File: config.mk
export PLATFORM = sky130hd
export DESIGN_NAME = clk_rate_controller
export DESIGN_NICKNAME = d
export VERILOG_FILES = /design/src/rtl/clk_rate_controller.sv
export SDC_FILE = /design/constraint.sdc
export NUM_CORES = 1
export LEC_CHECK = 0
export ABC_AREA = 0
export CAP_MARGIN = 40
export CORE_MARGIN = 8
export CORE_UTILIZATION = 55
export DETAILED_ROUTE_END_ITERATION = 12
export HOLD_SLACK_MARGIN = 0.06
export PLACE_DENSITY = 0.78
export SYNTH_ARGS = -nofsm -noshare
export SYNTH_HDL_FRONTEND = slang
export SYNTH_SLANG_ARGS = --single-unit
export TNS_END_PERCENT = 5
File: constraint.sdc
create_clock -name clk -period 2.5 [get_ports clk]
set_input_delay 0.375 -clock clk [delete_from_list [all_inputs] [get_ports clk]]
set_output_delay 0.375 -clock clk [all_outputs]
set_load 0.01 [all_outputs]
File: src/rtl/clk_rate_controller.sv
// rtl/clk_rate_controller.sv - rate-select controller for the switch-selected clock divider
module clk_rate_controller #(
  parameter int SEL_W   = 4,
  parameter int SEL_MAX = 15,
  parameter int SEL_RST = 0,
  parameter int DWELL   = 8
) (
  input  logic             clk,
  input  logic             rst,
  input  logic             btn_up,
  input  logic             btn_dn,
  input  logic             mode,
  input  logic             div_tick,
  output logic [SEL_W-1:0] sel,
  output logic             busy,
  output logic             step,
  output logic             sweeping
);

  // dwell counter wide enough to hold DWELL-1 even when DWELL is 1
  localparam int DW = (DWELL > 1) ? $clog2(DWELL) : 1;

  localparam logic [1:0] IDLE  = 2'd0;
  localparam logic [1:0] PEND  = 2'd1;
  localparam logic [1:0] SWEEP = 2'd2;

  localparam logic [SEL_W-1:0] MAX_V   = SEL_W'(SEL_MAX);
  localparam logic [SEL_W-1:0] RST_V   = SEL_W'(SEL_RST);
  localparam logic [SEL_W-1:0] ZERO_V  = '0;
  localparam logic [SEL_W-1:0] ONE_V   = SEL_W'(1);
  localparam logic [DW-1:0]    DWELL_L = DW'(DWELL - 1);

  logic [1:0]       state;
  logic [SEL_W-1:0] pend;
  logic [DW-1:0]    dwell_cnt;
  logic             dir_up;

  logic [SEL_W-1:0] sat_up;
  logic [SEL_W-1:0] sat_dn;
  logic [SEL_W-1:0] req_sel;
  logic             req_valid;
  logic             at_max;
  logic             at_min;
  logic             eff_up;
  logic [SEL_W-1:0] sweep_sel;
  logic             sweep_dir_up;

  // manual request target and next ping-pong position, both saturated to the legal range
  always_comb begin
    at_max    = (sel == MAX_V);
    at_min    = (sel == ZERO_V);
    sat_up    = at_max ? sel : sel + ONE_V;
    sat_dn    = at_min ? sel : sel - ONE_V;
    req_sel   = btn_up ? sat_up : sat_dn;
    req_valid = (btn_up ^ btn_dn) && (req_sel != sel);

    // at an end the direction flips before the step so sel never leaves the range
    eff_up    = dir_up ? !at_max : at_min;
    sweep_sel = eff_up ? sel + ONE_V : sel - ONE_V;
    if (sweep_sel == MAX_V) begin
      sweep_dir_up = 1'b0;
    end else if (sweep_sel == ZERO_V) begin
      sweep_dir_up = 1'b1;
    end else begin
      sweep_dir_up = eff_up;
    end
  end

  // control FSM: mode has priority, then commits on div_tick, then buttons
  always_ff @(posedge clk) begin
    if (rst) begin
      state     <= IDLE;
      sel       <= RST_V;
      pend      <= RST_V;
      dwell_cnt <= '0;
      dir_up    <= 1'b1;
      busy      <= 1'b0;
      step      <= 1'b0;
      sweeping  <= 1'b0;
    end else begin
      step <= 1'b0;
      case (state)
        IDLE: begin
          if (mode) begin
            state     <= SWEEP;
            sweeping  <= 1'b1;
            dwell_cnt <= '0;
            dir_up    <= 1'b1;
            busy      <= 1'b0;
          end else if (req_valid) begin
            // a div_tick in this same cycle is deliberately not used to commit
            pend  <= req_sel;
            busy  <= 1'b1;
            state <= PEND;
          end
        end
        PEND: begin
          if (mode) begin
            // pending request is dropped; sel stays where it was
            state     <= SWEEP;
            sweeping  <= 1'b1;
            dwell_cnt <= '0;
            dir_up    <= 1'b1;
            busy      <= 1'b0;
          end else if (div_tick) begin
            sel   <= pend;
            busy  <= 1'b0;
            step  <= 1'b1;
            state <= IDLE;
          end
        end
        SWEEP: begin
          if (!mode) begin
            state     <= IDLE;
            sweeping  <= 1'b0;
            dwell_cnt <= '0;
          end else if (div_tick) begin
            if (dwell_cnt == DWELL_L) begin
              dwell_cnt <= '0;
              sel       <= sweep_sel;
              dir_up    <= sweep_dir_up;
              step      <= 1'b1;
            end else begin
              dwell_cnt <= dwell_cnt + DW'(1);
            end
          end
        end
        default: begin
          state    <= IDLE;
          busy     <= 1'b0;
          sweeping <= 1'b0;
        end
      endcase
    end
  end

endmodule
* After elaboration in Yosys (flattened, before gate mapping)
Index checks and enable logic that the tools add are counted.
** Cells by class
- Add/sub/neg operators :: 3
- Eq/ne operators :: 16
- Multiplexer cells :: 42
- Bitwise logic cells :: 3
- Reductions and logical operators :: 15
** Operator list (number)
- 2-to-1 mux 4 bit :: 9
- 2-to-1 mux 1 bit :: 17
- 2-to-1 mux 3 bit :: 4
- != test 2 bit, second input constant :: 6
- AND reduction 3 bit :: 4
- 2-to-1 mux 2 bit :: 5
- != test 3 bit, second input constant :: 3
- == test 4 bit, second input constant :: 2
- zero test 4 bit :: 2
- case mux 4 bit (2 select lines) :: 1
- case mux 1 bit (2 select lines) :: 3
- case mux 2 bit (3 select lines) :: 1
- case mux 3 bit (2 select lines) :: 1
- AND reduction 6 bit :: 1
- AND reduction 5 bit :: 1
- adder 4 x 1 -> 4 bit, second input constant :: 1
- != test 4 bit :: 1
- nonzero test 2 bit :: 2
- subtractor 4 x 1 -> 4 bit, second input constant :: 1
- adder 3 x 1 -> 3 bit, second input constant :: 1
- == test 3 bit, second input constant :: 1
- case mux 1 bit (3 select lines) :: 1
- == test 2 x 1 -> 1 bit, second input constant :: 1
- == test 2 bit, second input constant :: 1
- other kinds (8) :: 9
** Storage, ports and cells
- Register bits after elaboration :: 17
- Input bits :: 6
- Output and inout bits :: 7
- Word-level logic and storage cells :: 87

* Logic depth before layout (Yosys ltp)
Gate-level depths: netlist of run 1.
- Depth in word-level cells :: 11
- Depth in mapped cells :: 8
- Mapped depth without buffers :: 7

* Least setup slack after synthesis of run 1
No wires, ideal clock.
- Kind :: register to register
- Start :: register sel[0]
- End :: register pend[1]
- Setup time :: 0.129 ns
- Arrival time :: 1.762 ns
- Data required time :: 2.371 ns
- Setup slack :: 0.609 ns
- Stages on the path, launching flop included :: 9
- Path buffers :: 1
- Clock period less this slack :: 1.891 ns
- Path through :: dfxtp_1 inv_1 ha_1 nor3b_2 o22ai_2 nor2b_1 buf_2 mux2i_1 nor2_1
** On the way
- Word-level cells in the longest chain between the ends :: 6
- Elaborated cells on any way between the ends :: 10
- Those cells by class :: add/sub: 2; eq/ne: 2; mux: 3; reduce/logical: 3
** RTL lines
- start: declaration :: RTL line 14 : output logic [SEL_W-1:0] sel,
- start signal: assignment :: RTL line 106 : sel <= pend;
- start signal: assignment :: RTL line 120 : sel <= sweep_sel;
- subtractor 4 x 1 -> 4 bit (tied with other cells) :: RTL line 53 : sat_dn = at_min ? sel : sel - ONE_V;
- 2-to-1 mux 4 bit, on equally long branches :: RTL line 53, 52
- 2-to-1 mux 4 bit :: RTL line 54 : req_sel = btn_up ? sat_up : sat_dn;
- != test 4 bit :: RTL line 55 : req_valid = (btn_up ^ btn_dn) && (req_sel != sel);
- logical AND 1 bit :: RTL line 55
- AND reduction 3 bit (no source line)
- end signal: assignment :: RTL line 92 : pend <= req_sel;
- end: declaration :: RTL line 34 : logic [SEL_W-1:0] pend;
Several ways; a longest one is shown, not always the timed one.
A chain may end at the register's enable or synchronous reset.

* Final worst setup path of run 1
- Start :: register sel[0]
- End :: register pend[3]
Same word-level chain as after synthesis.

==> results of run 1 <==
stage by stage:
stage / std cells / area [um2] / worst slack [ps]
2_1_floorplan: 152 / 1210 / 609
3_3_place_gp: 183 / 1330 / 428
3_5_place_dp: 183 / 1330 / 253
4_1_cts: 187 / 1360 / 278
5_1_grt: 187 / 1360 / 66.8
6_report: 187 / 1360 / 249
critical path: stages (launching register included):
cell     delay, ps
dfxtp_1        520
inv_1          140
ha_1           310
nor3b_2        200
o22ai_2        270
nor2b_1        430
mux2i_1        250
nor2_1          50
cell type report:
type,instances,area [um2]
Multi-Input combinational cell,119,800
Fill cell,194,790
Sequential cell,17,340
Timing Repair Buffer,14,135
Tap cell,28,35.0
Clock buffer,3,22.5
Inverter,5,18.8
Clock inverter,1,7.51
power groups by stage:
stage | registers, mW | logic [mW] | clock network (mW)
2_1_floorplan | 0.292 | 0.0724 | 0
3_3_place_gp | 0.292 | 0.101 | 0
3_5_place_dp | 0.293 | 0.103 | 0
4_1_cts | 0.286 | 0.105 | 0.163
5_1_grt | 0.288 | 0.117 | 0.172
6_report | 0.287 | 0.105 | 0.156
path summary, 6_finish.rpt:
| path | end | slack (ps) |
|---|---|---|
| setup / recovery | pend[3]$_SDFFE_PP0P_ | 250 |
| setup reg to reg | pend[3]$_SDFFE_PP0P_ | 250 |
| hold / removal | sweeping$_SDFFE_PP0P_ | 460 |
| hold reg to reg | sweeping$_SDFFE_PP0P_ | 460 |
placed cells by master, fill, tap and decap left out, types with 5 or more instances in the layout:
master,synthesis,layout
a211oi_1,5,5
ha_1,7,7
inv_1,5,5
nand2_1,15,15
mux2i_1,5,5
nor2_1,14,14
clkdlybuf4s50_1,0,12
a21oi_1,12,12
dfxtp_1,17,17
nand2b_1,8,8
flip-flops by register name, summed over array words and instances (netlist names):
name / count
dwell_cnt: 3
step: 1
dir_up: 1
pend: 4
busy: 1
sweeping: 1
state: 2
sel: 4
layer usage:
metal / track usage / vias up / share of wire
li1: - / 566 / -
met1: 0.166 / 533 / 0.45
met2: 0.237 / 34 / 0.48
met3: 0.0520 / 4 / 0.063
met4: 0.0484 / 0 / 0.0089
met5: 0 / - / 0
cell families (layout without fill, tap and decap cells):
group                    after synthesis  in the layout  share of synthesized area
AND/OR/NAND/NOR                       58             58                      0.255
AO/OA/AOI/OAI                         46             46                      0.269
flip-flops                            17             17                      0.282
buffers and inverters                 16             23                     0.0569
adder cells (fa/ha/maj)                7              7                     0.0725
multiplexers                           6              6                     0.0507
XOR/XNOR                               2              2                     0.0145
==> results.yml, run 1 <==
floorplan:
  start_util: 0.563
  fp.coreArea_um2: 2150
  dieHeight_um: 62.9
  num_rows: 17
  dieArea_um2: 3950
  fp.dieW_um: 62.9
  io_pins: 13
setup_path:
  rr_worst_depth: 7
  cp_max_fo: 9
  path_class: "flop to flop"
  r2r_start: "sel[0]$_SDFFE_PP0P_"
  worstPathArrival_ps: 2460
  end_kind: "flop"
  critPathLaunchType: "flop"
  crit_start: "sel[0]$_SDFFE_PP0P_"
  crit_required_ps: 2710
power:
  irDropWorstVdd_v: 0.000435
  p_leak_nw: 0.462
  comb_power_share: 0.191
  seqPwrFrac: 0.524
  totalPowerFinal_mw: 0.547
  switching_power_mw: 0.160
  pwr-share-clk: 0.285
  p_per_area_nw_per_um2: 403
  internal_power_mw: 0.388
  switching_share: 0.292
clock_network:
  postCtsSetupRepairBufs: 0
  clkTransAtPathRegs_ps: 110
  htreeDepth: 1
  post_cts_resized: 0
  clk_latency_ps: 300
  cts_hold_buf: 0
  clock_sinks: 17
  cts_tree: "done"
  numCtsBuffers: 3
  cts_root_buffer: "clkbuf_4"
  clockBufferDepth: 2
grt:
  grt_pass1_wl_um: 4750
  grt_pass1_vias: 1087
  grt_overflow_total: 0
  track_usage: 0.144
  antenna_found_initial: 0
  grt_max_degree: 19
drt:
  via_per_inst: 6.08
  dr.pass1.iters: 4
  ant_nets: 0
  initialDrtViolationCount: 47
  route.detailed.drc: 0
  wirelength_um: 2700
  wl_per_cell_um: 14.5
  vias: 1137
yosys:
  ys_seq_elements: 17
  synthCells: 152
  synth_edf_count: 0
  synthArstFlopShare: 0
  synth_top_flop_cell: "dfxtp_1"
  synth_nets: 165
  synth.most_common_cell: "dfxtp_1"
  synth_area_leader_cell: "dfxtp_1"
  synth_top_cell_area_share: 0.282
  ys_seq_area_frac: 0.282
  synth_area_um2: 1210
  synthTopCellsByArea: "dfxtp_1 (28%), ha_1 (7.2%), a21oi_1 (5.0%), nand2_1 (4.7%), nor2_1 (4.3%)"
  syn-mean-instance-area_um2: 7.95
  synth_warnings: 0
  synth.distinct_cells: 45
  yosys-top-cells-count: "dfxtp_1 (17), nand2_1 (15), nor2_1 (14)"
final_layout:
  antenna_cells: 0
  area_growth_pct: 12.4
  fin_nets: 173
  postLayoutCoreUtil: 0.632
  layout-drive-gt1-share: 0.0881
timing:
  max_freq_ghz: 0.444
  relSlewSlack: 0.591
  setup_tns_ps: 0
  finClkSkew_ps: 10.0
  rsz0062_at_grt: "false"
  setup_violations: 0
  maxSlewViolCount: 0
  final_hold_viol_count: 0
  fin_crit_ps: 2250
  tightest_slew_ps: 613
  fin_crit_sh: 0.901
  worst_hold_slack_ps: 464
place:
  gp_congestion: 0.854
  hpwl_um: 1990
  portBuffers: 12
run:
  drv_cap: 0
min_path:
  whs_path_depth: 2
  worstHoldStart: "sweeping$_SDFFE_PP0P_"
  hold_path_class: "flop to flop"
run_status:
  status: "finished, final reports clean"
Power figures use the tool's default switching activity.
==> run 2: changes to the inputs <==
--- a/config.mk
+++ b/config.mk
@@ -12,6 +12,7 @@
 export DETAILED_ROUTE_END_ITERATION = 12
 export HOLD_SLACK_MARGIN = 0.06
 export PLACE_DENSITY = 0.78
+export SETUP_SLACK_MARGIN = 0.4
 export SYNTH_ARGS = -nofsm -noshare
 export SYNTH_HDL_FRONTEND = slang
 export SYNTH_SLANG_ARGS = --single-unit
==> run 2 against run 1 <==
- highest routed layer unchanged
- critical endpoint unchanged
- register-to-register slack improved by 200 ps
- global-route usage did not move
- first-iteration DRC count rose by 30%
==> results.yml, run 2 (synthesis results as in run 1) <==
final_layout:
  layout-drive-gt1-share: 0.101
  layout_common_cells: "dfxtp_1 (17), nand2_1 (15), nor2_1 (14)"
  postLayoutCoreUtil: 0.637
  seq_area_um2: 340
  reg_top3: "pend: 4 flops, sel: 4 flops, dwell_cnt: 3 flops"
  fillCellCount: 196
  area_growth_pct: 13.3
  final_common_cell: "dfxtp_1"
  antenna_cells: 0
  fin_nets: 173
  multi_input_area_um2: 810
setup_path:
  worstPathArrival_ps: 2260
  crit_start: "sel[0]$_SDFFE_PP0P_"
  path_class: "flop to flop"
  reg2reg_slack_ps: 450
  critPathLaunchType: "flop"
  r2r_start: "sel[0]$_SDFFE_PP0P_"
  cp_slowest_cell: "dfxtp_1"
  rr_worst_depth: 7
  crit_required_ps: 2710
  crit_path_end: "pend[3]$_SDFFE_PP0P_"
  reg2reg_to: "pend[3]$_SDFFE_PP0P_"
  max_stage_delay_ps: 520
  cp_max_fo: 9
  end_kind: "flop"
  crit_chain: "inv_1 -> ha_1 -> nor3b_2 -> o22ai_2 -> nor2b_4 -> mux2i_1 -> nor2_1"
clock_network:
  clk_latency_ps: 300
  clockBufferDepth: 2
  cts_hold_buf: 0
  clkTransAtPathRegs_ps: 110
  htreeDepth: 1
  cts_root_buffer: "clkbuf_4"
  cts_tree: "done"
  numCtsBuffers: 3
  postCtsSetupRepairBufs: 0
  clock_sinks: 17
grt:
  grt_overflow_total: 0
  grt_max_degree: 19
  antenna_found_initial: 0
  grt_pass1_vias: 1091
  track_usage: 0.144
  grt_pass1_wl_um: 4740
floorplan:
  start_util: 0.563
  io_pins: 13
  dieHeight_um: 62.9
  fp.coreArea_um2: 2150
  fp.dieW_um: 62.9
  dieArea_um2: 3950
  num_rows: 17
timing:
  relSlewSlack: 0.611
  rsz0062_at_grt: "true"
  worst_hold_slack_ps: 465
  setup_slack_ps: 451
  setup_violations: 0
  final_hold_viol_count: 0
  maxSlewViolCount: 0
  fin_crit_sh: 0.820
  max_freq_ghz: 0.488
  tightest_slew_ps: 583
  fin_crit_ps: 2050
  setup_tns_ps: 0
  finClkSkew_ps: 9.02
drt:
  initialDrtViolationCount: 61
  wl_per_cell_um: 14.6
  dr.pass1.iters: 4
  ant_nets: 0
  vias: 1126
  route.detailed.drc: 0
  via_per_inst: 6.02
  wirelength_um: 2730
run:
  drv_cap: 0
place:
  hpwl_um: 1990
  gp_congestion: 0.854
  pre_cts_slack_ps: 253
  portBuffers: 12
run_status:
  status: "finished, final reports clean"
power:
  p_per_area_nw_per_um2: 402
  irDropWorstVdd_v: 0.000435
  p_leak_nw: 0.463
min_path:
  whs_path_depth: 2
  hold_path_class: "flop to flop"
## run 2: layout make-up
type,count,share of cell area
Inverter,5,0.0137
Timing Repair Buffer,14,0.0987
Sequential cell,17,0.249
Clock buffer,3,0.0165
Clock inverter,1,0.00548
Multi-Input combinational cell,119,0.591
Tap cell,28,0.0256
## run 2: critical path: cells and delay by family (launching register included)
| family | cells | cell delay [ps] |
|---|---|---|
| and+or+nand+nor | 3 | 510 |
| muxes | 1 | 210 |
| adders and majority gates | 1 | 300 |
| buffers and inverters | 1 | 140 |
| DFF | 1 | 520 |
| AOI/OAI and AO/OA | 1 | 270 |
## run 2: routing by layer
metal  GRT usage  vias up  share of wire
met5           0        -              0
met4      0.0484        0         0.0088
met3      0.0520        4          0.062
met2       0.237       34           0.48
met1       0.166      525           0.45
li1            -      563              -
## run 2: worst min-delay path by stage
stage / startpoint / endpoint / slack (ps)
CTS: sweeping$_SDFFE_PP0P_ / sweeping$_SDFFE_PP0P_ / 470
finish: sweeping$_SDFFE_PP0P_ / sweeping$_SDFFE_PP0P_ / 460
global placement: dwell_cnt[1]$_SDFFE_PP0P_ / dwell_cnt[1]$_SDFFE_PP0P_ / 440
global route: sweeping$_SDFFE_PP0P_ / sweeping$_SDFFE_PP0P_ / 490
detailed placement: sweeping$_SDFFE_PP0P_ / sweeping$_SDFFE_PP0P_ / 450
floorplan: dwell_cnt[1]$_SDFFE_PP0P_ / dwell_cnt[1]$_SDFFE_PP0P_ / 440
## run 2: what timing repair did
action                     CTS  global route
setup endpoints to repair    4            11
gates resized for setup      2             1
pin swaps                    0             0
## run 2: where the power goes
group          internal, mW  switching [mW]
sequential            0.279         0.00806
combinational        0.0493          0.0581
clock                0.0611          0.0951
## run 2: through the flow
step,instances,power (mW),area [um2]
after detailed placement,183,0.396,1330
after global routing,187,0.579,1370
final,187,0.550,1370
after floorplan,152,0.364,1210
after CTS,187,0.556,1370
after global placement,183,0.394,1330
==> run 3: changes to the inputs <==
--- a/config.mk
+++ b/config.mk
@@ -8,10 +8,10 @@
 export ABC_AREA = 0
 export CAP_MARGIN = 40
 export CORE_MARGIN = 8
-export CORE_UTILIZATION = 55
+export CORE_UTILIZATION = 50
 export DETAILED_ROUTE_END_ITERATION = 12
 export HOLD_SLACK_MARGIN = 0.06
-export PLACE_DENSITY = 0.78
+export PLACE_DENSITY = 0.75
 export SETUP_SLACK_MARGIN = 0.4
 export SYNTH_ARGS = -nofsm -noshare
 export SYNTH_HDL_FRONTEND = slang
==> constraint.sdc (replaced) <==
create_clock -name clk -period 1.7 [get_ports clk]
set_input_delay 0.255 -clock clk [delete_from_list [all_inputs] [get_ports clk]]
set_output_delay 0.255 -clock clk [all_outputs]
set_load 0.01 [all_outputs]
==> run 3 against run 2 <==
- the run now ends with setup timing left
- design area up 25%
- core utilization up 8.1 points
- setup slack worse by 500 ps
- sequential power up 45%
- critical path depth unchanged
- die area up 7.4%
- highest routed layer unchanged
==> results.yml, run 3 (synthesis results as in run 1) <==
run_status:
  status: "finished, violations left"
  violations: "setup timing"
final_layout:
  reg_top3: "pend: 4 flops, sel: 4 flops, dwell_cnt: 3 flops"
  layout_common_cells: "buf_4 (26), nand2_1 (15), nor2_1 (13)"
  layout-drive-gt1-share: 0.380
  antenna_cells: 0
  final_cell_count_no_fill: 217
  area_growth_pct: 41.9
  final_common_cell: "buf_4"
  fin_nets: 201
  postLayoutCoreUtil: 0.719
grt:
  track_usage: 0.157
  grt_pass1_vias: 1189
  grt_pass1_wl_um: 5330
  antenna_found_initial: 0
  grt_overflow_total: 0
  grt_max_degree: 17
place:
  hpwl_um: 2330
  portBuffers: 12
  place_inst: 212
  gp_congestion: 0.869
  pre_cts_slack_ps: -81.0
timing:
  final_hold_viol_count: 0
  max_freq_ghz: 0.573
  fin_crit_ps: 1750
  setup_violations: 1
  finClkSkew_ps: 2.46
  maxSlewViolCount: 0
  tightest_slew_ps: 248
  relSlewSlack: 0.830
  rsz0062_at_grt: "true"
  setup_slack_ps: -46.4
  worst_hold_slack_ps: 463
  fin_crit_sh: 1.03
drt:
  vias: 1233
  wirelength_um: 3160
  wl_per_cell_um: 14.6
  dr.pass1.iters: 4
  via_per_inst: 5.68
  initialDrtViolationCount: 52
  ant_nets: 0
  route.detailed.drc: 0
floorplan:
  dieHeight_um: 65.2
  fp.dieW_um: 65.2
  start_util: 0.506
  io_pins: 13
  num_rows: 18
  fp.coreArea_um2: 2390
  dieArea_um2: 4250
setup_path:
  cp_slowest_cell: "or4b_1"
  path_class: "flop to flop"
  rr_worst_depth: 7
  path_delay_family: "simple AND/OR/NAND/NOR gates"
  reg2reg_to: "dwell_cnt[1]$_SDFFE_PP0P_"
  max_stage_delay_ps: 460
  r2r_start: "state[0]$_SDFFE_PP0P_"
  cp_max_fo: 3
  crit_required_ps: 1930
  end_kind: "flop"
  worstPathArrival_ps: 1980
  worst-path-buf-inv: 1
  reg2reg_slack_ps: -50
  crit_chain: "inv_2 -> ha_2 -> or2_4 -> mux2_4 -> o21ai_2 -> or4b_1 -> a21oi_1"
  critPathLaunchType: "flop"
  path_depth: 7
clock_network:
  numCtsBuffers: 3
  clk_latency_ps: 290
  cts_tree: "done"
  htreeDepth: 1
  clockBufferDepth: 2
  cts_root_buffer: "clkbuf_4"
  clock_sinks: 17
  clkTransAtPathRegs_ps: 90
run:
  drv_cap: 0
min_path:
  worstHoldStart: "sweeping$_SDFFE_PP0P_"
  min_to: "sweeping$_SDFFE_PP0P_"
  hold_path_class: "flop to flop"
  whs_path_depth: 2
power:
  p_per_area_nw_per_um2: 507
  p_leak_nw: 0.646
  totalPowerFinal_mw: 0.870
  irDropWorstVdd_v: 0.000547
[run 3: per-layer routing]
layer | GRT usage | up-vias | wire (um)
li1 | - | 622 | -
met1 | 0.176 | 594 | 1400
met2 | 0.290 | 12 | 1660
met3 | 0.0170 | 5 | 54
met4 | 0.0654 | 0 | 51
met5 | 0 | - | 0
[run 3: layout make-up]
| class | instances | area [um2] |
|---|---|---|
| Multi-Input combinational cell | 119 | 916 |
| Timing Repair Buffer | 42 | 358 |
| Sequential cell | 17 | 354 |
| Clock buffer | 4 | 26.3 |
| Tap cell | 30 | 37.5 |
| Inverter | 5 | 23.8 |
| Fill cell | 192 | 672 |
[run 3: worst min-delay path, delay by kind of cell, from the launching register on]
family	cells	cell delay (ps)
flip-flops	1	320
AND/OR/NAND/NOR	1	50
AO/OA/AOI/OAI	1	50
[run 3: worst max-delay path by stage]
stage | startpoint | end | slack (ps)
after floorplan | state[1]$_SDFFE_PP0P_ | dwell_cnt[1]$_SDFFE_PP0P_ | -2
after global placement | mode | dwell_cnt[1]$_SDFFE_PP0P_ | -10
after detailed placement | mode | sel[0]$_SDFFE_PP0P_ | -80
after CTS | state[0]$_SDFFE_PP0P_ | dwell_cnt[1]$_SDFFE_PP0P_ | -50
after global routing | state[0]$_SDFFE_PP0P_ | dwell_cnt[1]$_SDFFE_PP0P_ | -120
final | state[0]$_SDFFE_PP0P_ | dwell_cnt[1]$_SDFFE_PP0P_ | -50
[run 3: report_power, final]
| group | switching, mW | internal (mW) | leakage [nW] | total (mW) |
|---|---|---|---|---|
| logic | 0.112 | 0.129 | 0.490 | 0.240 |
| registers | 0.00907 | 0.408 | 0.142 | 0.417 |
| clock network | 0.122 | 0.0913 | 0.0150 | 0.213 |
| total | 0.243 | 0.628 | 0.646 | 0.870 |
[run 3: per-stage QoR]
stage | setup TNS [ps] | area, um2
6_report | -46.4 | 1720
5_1_grt | -282 | 1720
4_1_cts | -45.4 | 1710
3_5_place_dp | -211 | 1570
3_3_place_gp | -13.9 | 1570
2_1_floorplan | -2.20 | 1230
[run 3: repair_timing]
item                       in CTS  in global routing
setup buffers                   1                  0
pin swaps                      19                  5
resized for setup              37                  3
setup endpoints to repair      23                 18
hold buffers                    0                  0
